`config.mk`:
```
export PLATFORM = sky130hd
export DESIGN_NAME = serial_sub_ctrl_flat
export DESIGN_NICKNAME = d
export VERILOG_FILES = /design/src/rtl/serial_sub_if.sv /design/src/rtl/serial_sub_ctrl.sv /design/src/flat_wrapper.sv
export SDC_FILE = /design/constraint.sdc
export NUM_CORES = 1
export LEC_CHECK = 0
export BUFFER_PORTS_ARGS = -buffer_cell sky130_fd_sc_hd__clkbuf_2
export CAP_MARGIN = 15
export CORE_AREA = 2 2 57 80
export DETAILED_ROUTE_END_ITERATION = 16
export DIE_AREA = 0 0 59 82
export HOLD_SLACK_MARGIN = 0.02
export PLACE_DENSITY = 0.65
export SYNTH_ARGS = -nofsm -noshare
export SYNTH_HDL_FRONTEND = slang
export SYNTH_SLANG_ARGS = --single-unit
```
`constraint.sdc`:
```
create_clock -name clk -period 3.9 [get_ports clk]
set_input_delay 0.195 -clock clk [delete_from_list [all_inputs] [get_ports clk]]
set_output_delay 0.195 -clock clk [all_outputs]
set_load 0.01 [all_outputs]
```
`src/rtl/serial_sub_if.sv`:
```
// Operand/result bundle for the bit-serial subtractor sequencer.
// The requester drives start and the operands; the sequencer returns busy/done and the result.
interface serial_sub_if #(
  parameter int WIDTH = 8
);
  logic             start;
  logic [WIDTH-1:0] a;
  logic [WIDTH-1:0] b;
  logic             bin;
  logic             busy;
  logic             done;
  logic [WIDTH-1:0] diff;
  logic             bout;

  modport master (
    output start, a, b, bin,
    input  busy, done, diff, bout
  );

  modport slave (
    input  start, a, b, bin,
    output busy, done, diff, bout
  );
endinterface

```
`src/rtl/serial_sub_ctrl.sv`:
```
// Bit-serial WIDTH-bit subtractor: one full-subtractor cell stepped LSB-first,
// with the borrow carried between steps in a register.
//
//   state  | meaning
//   -------+--------------------------------------------------------------
//   S_IDLE | waiting for start; diff/bout hold the last completed result
//   S_RUN  | one bit per clock through the cell; cnt = index of bit in work
module serial_sub_ctrl #(
  parameter int WIDTH = 8
) (
  input  logic         clk,
  input  logic         rst_n,
  serial_sub_if.slave  bus
);

  localparam int CW = $clog2(WIDTH);
  localparam logic [CW-1:0] CNT_LAST = CW'(WIDTH - 1);

  typedef enum logic {
    S_IDLE = 1'b0,
    S_RUN  = 1'b1
  } state_t;

  state_t           state;
  state_t           state_nxt;
  logic [WIDTH-1:0] a_sh;
  logic [WIDTH-1:0] b_sh;
  logic [WIDTH-1:0] r_sh;
  logic             brw;
  logic [CW-1:0]    cnt;
  logic             busy_q;
  logic             done_q;
  logic [WIDTH-1:0] diff_q;
  logic             bout_q;
  logic             accept;
  logic             last_bit;
  logic             cell_d;
  logic             cell_bo;

  // The shared 1-bit full-subtractor cell: d = a - b - c, bo = borrow out.
  assign cell_d  = a_sh[0] ^ b_sh[0] ^ brw;
  assign cell_bo = (~a_sh[0] & b_sh[0]) | (~(a_sh[0] ^ b_sh[0]) & brw);

  // Next-state decode; start is only looked at while idle.
  always_comb begin
    state_nxt = state;
    accept    = 1'b0;
    last_bit  = 1'b0;
    case (state)
      S_IDLE: begin
        if (bus.start) begin
          accept    = 1'b1;
          state_nxt = S_RUN;
        end
      end
      S_RUN: begin
        if (cnt == CNT_LAST) begin
          last_bit  = 1'b1;
          state_nxt = S_IDLE;
        end
      end
      default: state_nxt = S_IDLE;
    endcase
  end

  // State register.
  always_ff @(posedge clk) begin
    if (!rst_n) state <= S_IDLE;
    else        state <= state_nxt;
  end

  // Operand capture, serial stepping and result publication.
  always_ff @(posedge clk) begin
    if (!rst_n) begin
      a_sh   <= '0;
      b_sh   <= '0;
      r_sh   <= '0;
      brw    <= 1'b0;
      cnt    <= '0;
      busy_q <= 1'b0;
      done_q <= 1'b0;
      diff_q <= '0;
      bout_q <= 1'b0;
    end else begin
      done_q <= last_bit;
      if (accept) begin
        a_sh   <= bus.a;
        b_sh   <= bus.b;
        brw    <= bus.bin;
        cnt    <= '0;
        busy_q <= 1'b1;
      end else if (state == S_RUN) begin
        r_sh <= {cell_d, r_sh[WIDTH-1:1]};
        brw  <= cell_bo;
        a_sh <= a_sh >> 1;
        b_sh <= b_sh >> 1;
        if (last_bit) begin
          // Counter parks at zero rather than running past the last bit.
          cnt    <= '0;
          diff_q <= {cell_d, r_sh[WIDTH-1:1]};
          bout_q <= cell_bo;
          busy_q <= 1'b0;
        end else begin
          cnt <= cnt + 1'b1;
        end
      end
    end
  end

  assign bus.busy = busy_q;
  assign bus.done = done_q;
  assign bus.diff = diff_q;
  assign bus.bout = bout_q;

endmodule

```
`src/flat_wrapper.sv`:
```
// flat-port wrapper written by rule: the top's interface ports become plain ports
module serial_sub_ctrl_flat 
#(
  parameter int WIDTH = 8
)
  (clk, rst_n, bus_start, bus_a, bus_b, bus_bin, bus_busy, bus_done, bus_diff, bus_bout);
  serial_sub_if #(.WIDTH(WIDTH)) bus_i ();
  input  logic clk;
  input  logic rst_n;
  input wire logic [$bits(bus_i.start)-1:0] bus_start;
  input wire logic [$bits(bus_i.a)-1:0] bus_a;
  input wire logic [$bits(bus_i.b)-1:0] bus_b;
  input wire logic [$bits(bus_i.bin)-1:0] bus_bin;
  output wire logic [$bits(bus_i.busy)-1:0] bus_busy;
  output wire logic [$bits(bus_i.done)-1:0] bus_done;
  output wire logic [$bits(bus_i.diff)-1:0] bus_diff;
  output wire logic [$bits(bus_i.bout)-1:0] bus_bout;
  assign bus_i.start = bus_start;
  assign bus_i.a = bus_a;
  assign bus_i.b = bus_b;
  assign bus_i.bin = bus_bin;
  assign bus_busy = bus_i.busy;
  assign bus_done = bus_i.done;
  assign bus_diff = bus_i.diff;
  assign bus_bout = bus_i.bout;
  serial_sub_ctrl #(.WIDTH(WIDTH)) u_core (.clk(clk), .rst_n(rst_n), .bus(bus_i));
endmodule
```
==> results of run 1 <==
## layer usage
layer	share of wire, %	wire length, µm	GRT usage (%)	vias up
met5	0	0	0	-
met1	47	1390	16.4	545
met4	1.9	57	6.14	0
li1	-	-	-	625
met3	4.9	148	4.88	6
met2	47	1390	20.8	25
## flip-flops by register name (all words and copies together), names as in the netlist, 3 cells and up
| name | flops |
|---|---|
| u_core.cnt | 3 |
| u_core.b_sh | 8 |
| u_core.bus.diff | 8 |
| u_core.a_sh | 8 |
| u_core.r_sh | 7 |
## cells in the mapped netlist
cell type	n
and3_1	1
or3b_1	2
buf_4	3
fa_1	1
o21bai_1	1
clkbuf_1	4
inv_1	3
nand3b_1	1
buf_2	3
or3b_2	2
ha_1	2
and2_1	1
a21bo_2	8
nor2b_1	14
nor2_1	9
nand2_1	1
clkinv_1	1
a311oi_1	1
nand2b_1	2
a211oi_1	15
dfxtp_1	39
buf_6	2
a21oi_1	14
nand3_1	8
mux2i_1	24
o21ai_0	1
buf_1	1
## per-stage QoR
step / total power, W / hold slack (ps) / instances / instance area, µm²
3_3_place_gp: 0.000520 / 448 / 227 / 1810
6_report: 0.000782 / 147 / 234 / 1900
3_5_place_dp: 0.000521 / 452 / 227 / 1810
2_1_floorplan: 0.000500 / 333 / 164 / 1680
4_1_cts: 0.000794 / 143 / 234 / 1900
5_1_grt: 0.000821 / 169 / 234 / 1900
## path summary, 6_finish.rpt
kind / from / to / slack [ps] / depth (start not counted)
setup / recovery: u_core.state$_SDFF_PN0_ / u_core.a_sh[3]$_SDFFE_PN0P_ / 1970 / 2
hold / removal: bus_a[7] / u_core.a_sh[7]$_SDFFE_PN0P_ / 150 / 3
setup reg to reg: u_core.state$_SDFF_PN0_ / u_core.a_sh[3]$_SDFFE_PN0P_ / 1970 / 2
hold reg to reg: u_core.r_sh[1]$_SDFFE_PN0P_ / u_core.bus.diff[0]$_SDFFE_PN0P_ / 490 / 2
## critical path: stages, from the launching register on
cell      delay, ps
dfxtp_1         990
inv_1           490
a211oi_1        330
## cell families (layout without fill, tap and decap cells)
group,count (synthesis),after routing
compound gates,40,40
fa+ha+maj,3,3
buf+inv,17,42
flops,39,39
mux,24,24
simple gates,41,41
## final cells by class
class / count / area, µm²
Timing Repair Buffer: 31 / 158
Multi-Input combinational cell: 108 / 802
Clock inverter: 1 / 5.00
Inverter: 4 / 15.0
Tap cell: 45 / 56.3
Fill cell: 401 / 2230
Clock buffer: 6 / 82.6
Sequential cell: 39 / 781
## power breakdown
group / internal, W / total [W] / switching [W]
combinational: 0.0000387 / 0.0000768 / 0.0000381
clock: 0.000139 / 0.000271 / 0.000133
sequential: 0.000417 / 0.000434 / 0.0000165
==> qor.yml, run 1 <==
relSlewSlack_pct: 32.7
synth_area_leaders: "dfxtp_1 (47%), mux2i_1 (14%), a211oi_1 (6.7%), nor2b_1 (5.2%), a21bo_2 (4.8%)"
rows: 28
cp-start-kind: "flip-flop"
hold_class: "input pin to flip-flop"
yosys_warnings: 0
synth_mux_area_share_pct: 14.3
grt_max_degree: 36
io_pins: 31
wl_per_cell_um: 12.8
post_cts_buffers: 0
die_area_um2: 4840
grt_pass1_wl_mm: 4.80
ys_seq_area_share_pct: 46.6
cp.arrival_ps: 2110
worst-path-max-fanout: 34
synth_area_leader_cell: "dfxtp_1"
avgSynthCellArea_um2: 10.2
fp.dieH_um: 82
synth_area_um2: 1680
clk_latency_ps: 290
finalSetupViolations: 0
cts.path.max_buffers: 2
clk_pin_slew_worst_paths_ps: 70
crit_type: "flip-flop to flip-flop"
synth-simple-area-share_pct: 13.9
yosysTopAreaCellShare_pct: 46.6
chipWidth_um: 59
cts_resized: 0
dpl_worst_slack_ps: 1940
routed_via_density: 5.13
status: "finished clean"
antenna_found_initial: 0
mostFrequentLayoutCell: "dfxtp_1"
syn_inst: 164
area_growth_pct: 13.3
drtIter0Drc: 18
cts_made_buffers: 5
synth-seq-cells: 39
power.leakage_nw: 0.817
finalCriticalPeriod_ps: 1930
overflow: 0
cts_sinks: 39
first_pass_iters: 4
routed-via-count: 1201
drive_above_1_share_pct: 25.4
final.setup.tns_ps: 0
rsz0062_at_grt: "false"
core_um2: 4130
fin_crit_sh_pct: 49.4
cp-end-kind: "flip-flop"
final.setup_skew_ps: 4.41
drcViolationCount: 0
track_usage_pct: 13.4
synth.net_count: 187
cts_tree: "built"
wl_mm: 2.99
drv_cap: 0
diodes: 0
slew_viol_final: 0
final_nets: 212
synth_top_family_by_area: "compound AO/OA/AOI/OAI gates"
final_cell_mix: "dfxtp_1 (39), clkbuf_2 (30), mux2i_1 (24)"
setup_ws_ps: 1970
synth-compound-area-share_pct: 16.9
worst_pin_slew_ps: 1010
port_buffers: 30
synth_adder_area_share_pct: 2.69
grt_pass1_vias: 1072
postCtsHoldBufs: 0
post-dp-hpwl_mm: 1.96
crit_required_ps: 4080
clock.fmax_ghz: 0.519
powerDensity_nw_per_um2: 412
ir_drop_v: 0.000246
start_util_pct: 40.6
synthXorXnorAreaFrac_pct: 0
cts-root-buf: "clkbuf_8"
gp_congestion: 0.655
ant_nets: 0
hold_viol: 0
post-route-util_pct: 45.9
h-tree-depth: 2
ys_types: 27
(Power assumes the default switching activity.)
==> run 2: changes to the inputs <==
Settings changed: PLACE_DENSITY 0.65 to 0.68.
Clock period 3.9 ns to 1.6 ns, I/O delays scaled along.
==> run 2 against run 1 <==
Routed wire length rose by 4.8%. Power rose to 2.7 times the previous value. Global-route usage rose by 1.2 points. Clock skew barely moved. Sequential share of layout area fell by 1.9 points. Hold slack got worse by 110 ps. Critical path type unchanged. Sequential cell count did not move. Cell area rose by 4.7%.
==> qor.yml, run 2 (same netlist as run 1, synthesis figures left out) <==
status: "finished clean"
fin_area_um2: 1990
power.leakage_nw: 0.872
clk_latency_ps: 290
first_pass_iters: 2
area_growth_pct: 18.7
final.setup_skew_ps: 4.03
cp-start-kind: "flip-flop"
ant_nets: 0
wl_per_cell_um: 12.9
post-dp-hpwl_mm: 2.20
drtIter0Drc: 36
fin_crit_sh_pct: 82.5
worst_pin_slew_ps: 495
io_pins: 31
highest_layer: "met4"
reg2reg_from: "u_core.cnt[0]$_SDFFE_PP0P_"
met3_wirelength_um: 153
grt_pass1_wl_mm: 5.27
cts_sinks: 39
relSlewSlack_pct: 67.0
cp.arrival_ps: 1550
holdPathStages: 3
ir_drop_v: 0.000533
drive_above_1_share_pct: 28.8
worst-path-max-fanout: 13
drcViolationCount: 0
hold_class: "input pin to flip-flop"
cp_common_cell: "ha_1"
final.setup.tns_ps: 0
routed-via-count: 1253
finalSetupViolations: 0
post_cts_buffers: 0
dpl_worst_slack_ps: 287
min_to: "u_core.a_sh[7]$_SDFFE_PN0P_"
fill_cells: 415
crit_slowest_cell: "dfxtp_1"
cts-root-buf: "clkbuf_8"
layout.cells.non_filler: 243
hold_viol: 0
finalCriticalPeriod_ps: 1320
antenna_found_initial: 0
clock.fmax_ghz: 0.758
drv_cap: 0
powerDensity_nw_per_um2: 1060
core_um2: 4130
diodes: 0
min_from: "bus_a[7]"
die_area_um2: 4840
h-tree-depth: 2
slew_viol_final: 0
overflow: 0
cpLargestDelayFamily: "adder cells"
postCtsHoldBufs: 0
setup_ws_ps: 281
start_util_pct: 40.6
wl_mm: 3.14
rr_endpoint: "u_core.bus.diff[2]$_SDFFE_PN0P_"
track_usage_pct: 14.6
mostFrequentLayoutCell: "dfxtp_1"
dpl_cell_area_um2: 1870
cp-end-kind: "flip-flop"
met1_length_mm: 1.43
dp.cells: 235
port_buffers: 30
final_nets: 220
met2_length_mm: 1.48
grt_pass1_vias: 1182
final_cell_mix: "dfxtp_1 (39), clkbuf_2 (30), mux2i_1 (24)"
routed_via_density: 5.16
max_stage_delay_ps: 320
crit_required_ps: 1830
cts_tree: "built"
worstPathCellList: "ha_1, ha_1, buf_4, a21bo_2, a21oi_1"
chipWidth_um: 59
cts_resized: 0
cts.path.max_buffers: 2
critPathBufInv: 1
clk_pin_slew_worst_paths_ps: 70
grt_max_degree: 23
fp.dieH_um: 82
gp_congestion: 0.704
rsz0062_at_grt: "false"
r2r_cells: 5
reg2reg_slack_ps: 280
rows: 28
crit_type: "flip-flop to flip-flop"
cts_made_buffers: 5
[run 2: cell count changes in the layout (fill, tap and decap cells not counted), sizes merged]
cell    change
buf         +8
bufinv      +1
[run 2: worst max-delay path by stage]
stage,end,cells past startpoint,slack (ps),startpoint
finish,u_core.bus.diff[2]$_SDFFE_PN0P_,5,280,u_core.cnt[0]$_SDFFE_PP0P_
global route,u_core.bus.bout$_SDFFE_PN0P_,5,140,u_core.cnt[0]$_SDFFE_PP0P_
CTS,u_core.bus.diff[1]$_SDFFE_PN0P_,5,270,u_core.cnt[0]$_SDFFE_PP0P_
detailed placement,u_core.bus.diff[2]$_SDFFE_PN0P_,5,290,u_core.cnt[0]$_SDFFE_PP0P_
global placement,u_core.bus.diff[2]$_SDFFE_PN0P_,5,340,u_core.cnt[0]$_SDFFE_PP0P_
floorplan,u_core.bus.diff[1]$_SDFFE_PN0P_,5,360,u_core.cnt[0]$_SDFFE_PP0P_
[run 2: through the flow]
stage               hold slack [ps]  power, W  utilization [%]
floorplan                       218   0.00122                -
global placement                335   0.00128             45.3
detailed placement              336   0.00128             45.3
CTS                            26.4   0.00213             48.1
global route                   72.0   0.00219             48.1
finish                         32.6   0.00211             48.1
[run 2: tightest hold or removal path: cells and delay by family]
kind          cells  cell delay (ps)
buf+inv           1               80
mux               1               60
simple gates      1               70
[run 2: power breakdown]
group          internal (W)  switching [W]  total [W]
combinational      0.000103       0.000107   0.000211
sequential          0.00102      0.0000294    0.00105
clock              0.000504       0.000347   0.000851
[run 2: routing by layer]
layer,GRT usage (%),up-vias
met5,0,-
met4,7.50,0
met3,4.57,9
met2,22.9,25
met1,17.6,571
li1,-,648
[run 2: final cells by class]
cell class                 instances  area [µm²]  area share [%]
clock buffer                       6        82.6            4.15
clock inverter                     2        35.0            1.76
inverter                           4        15.0           0.755
multi-input combinational        108         802            40.3
sequential                        39         781            39.2
tap                               45        56.3            2.83
timing repair buffer              39         218            10.9
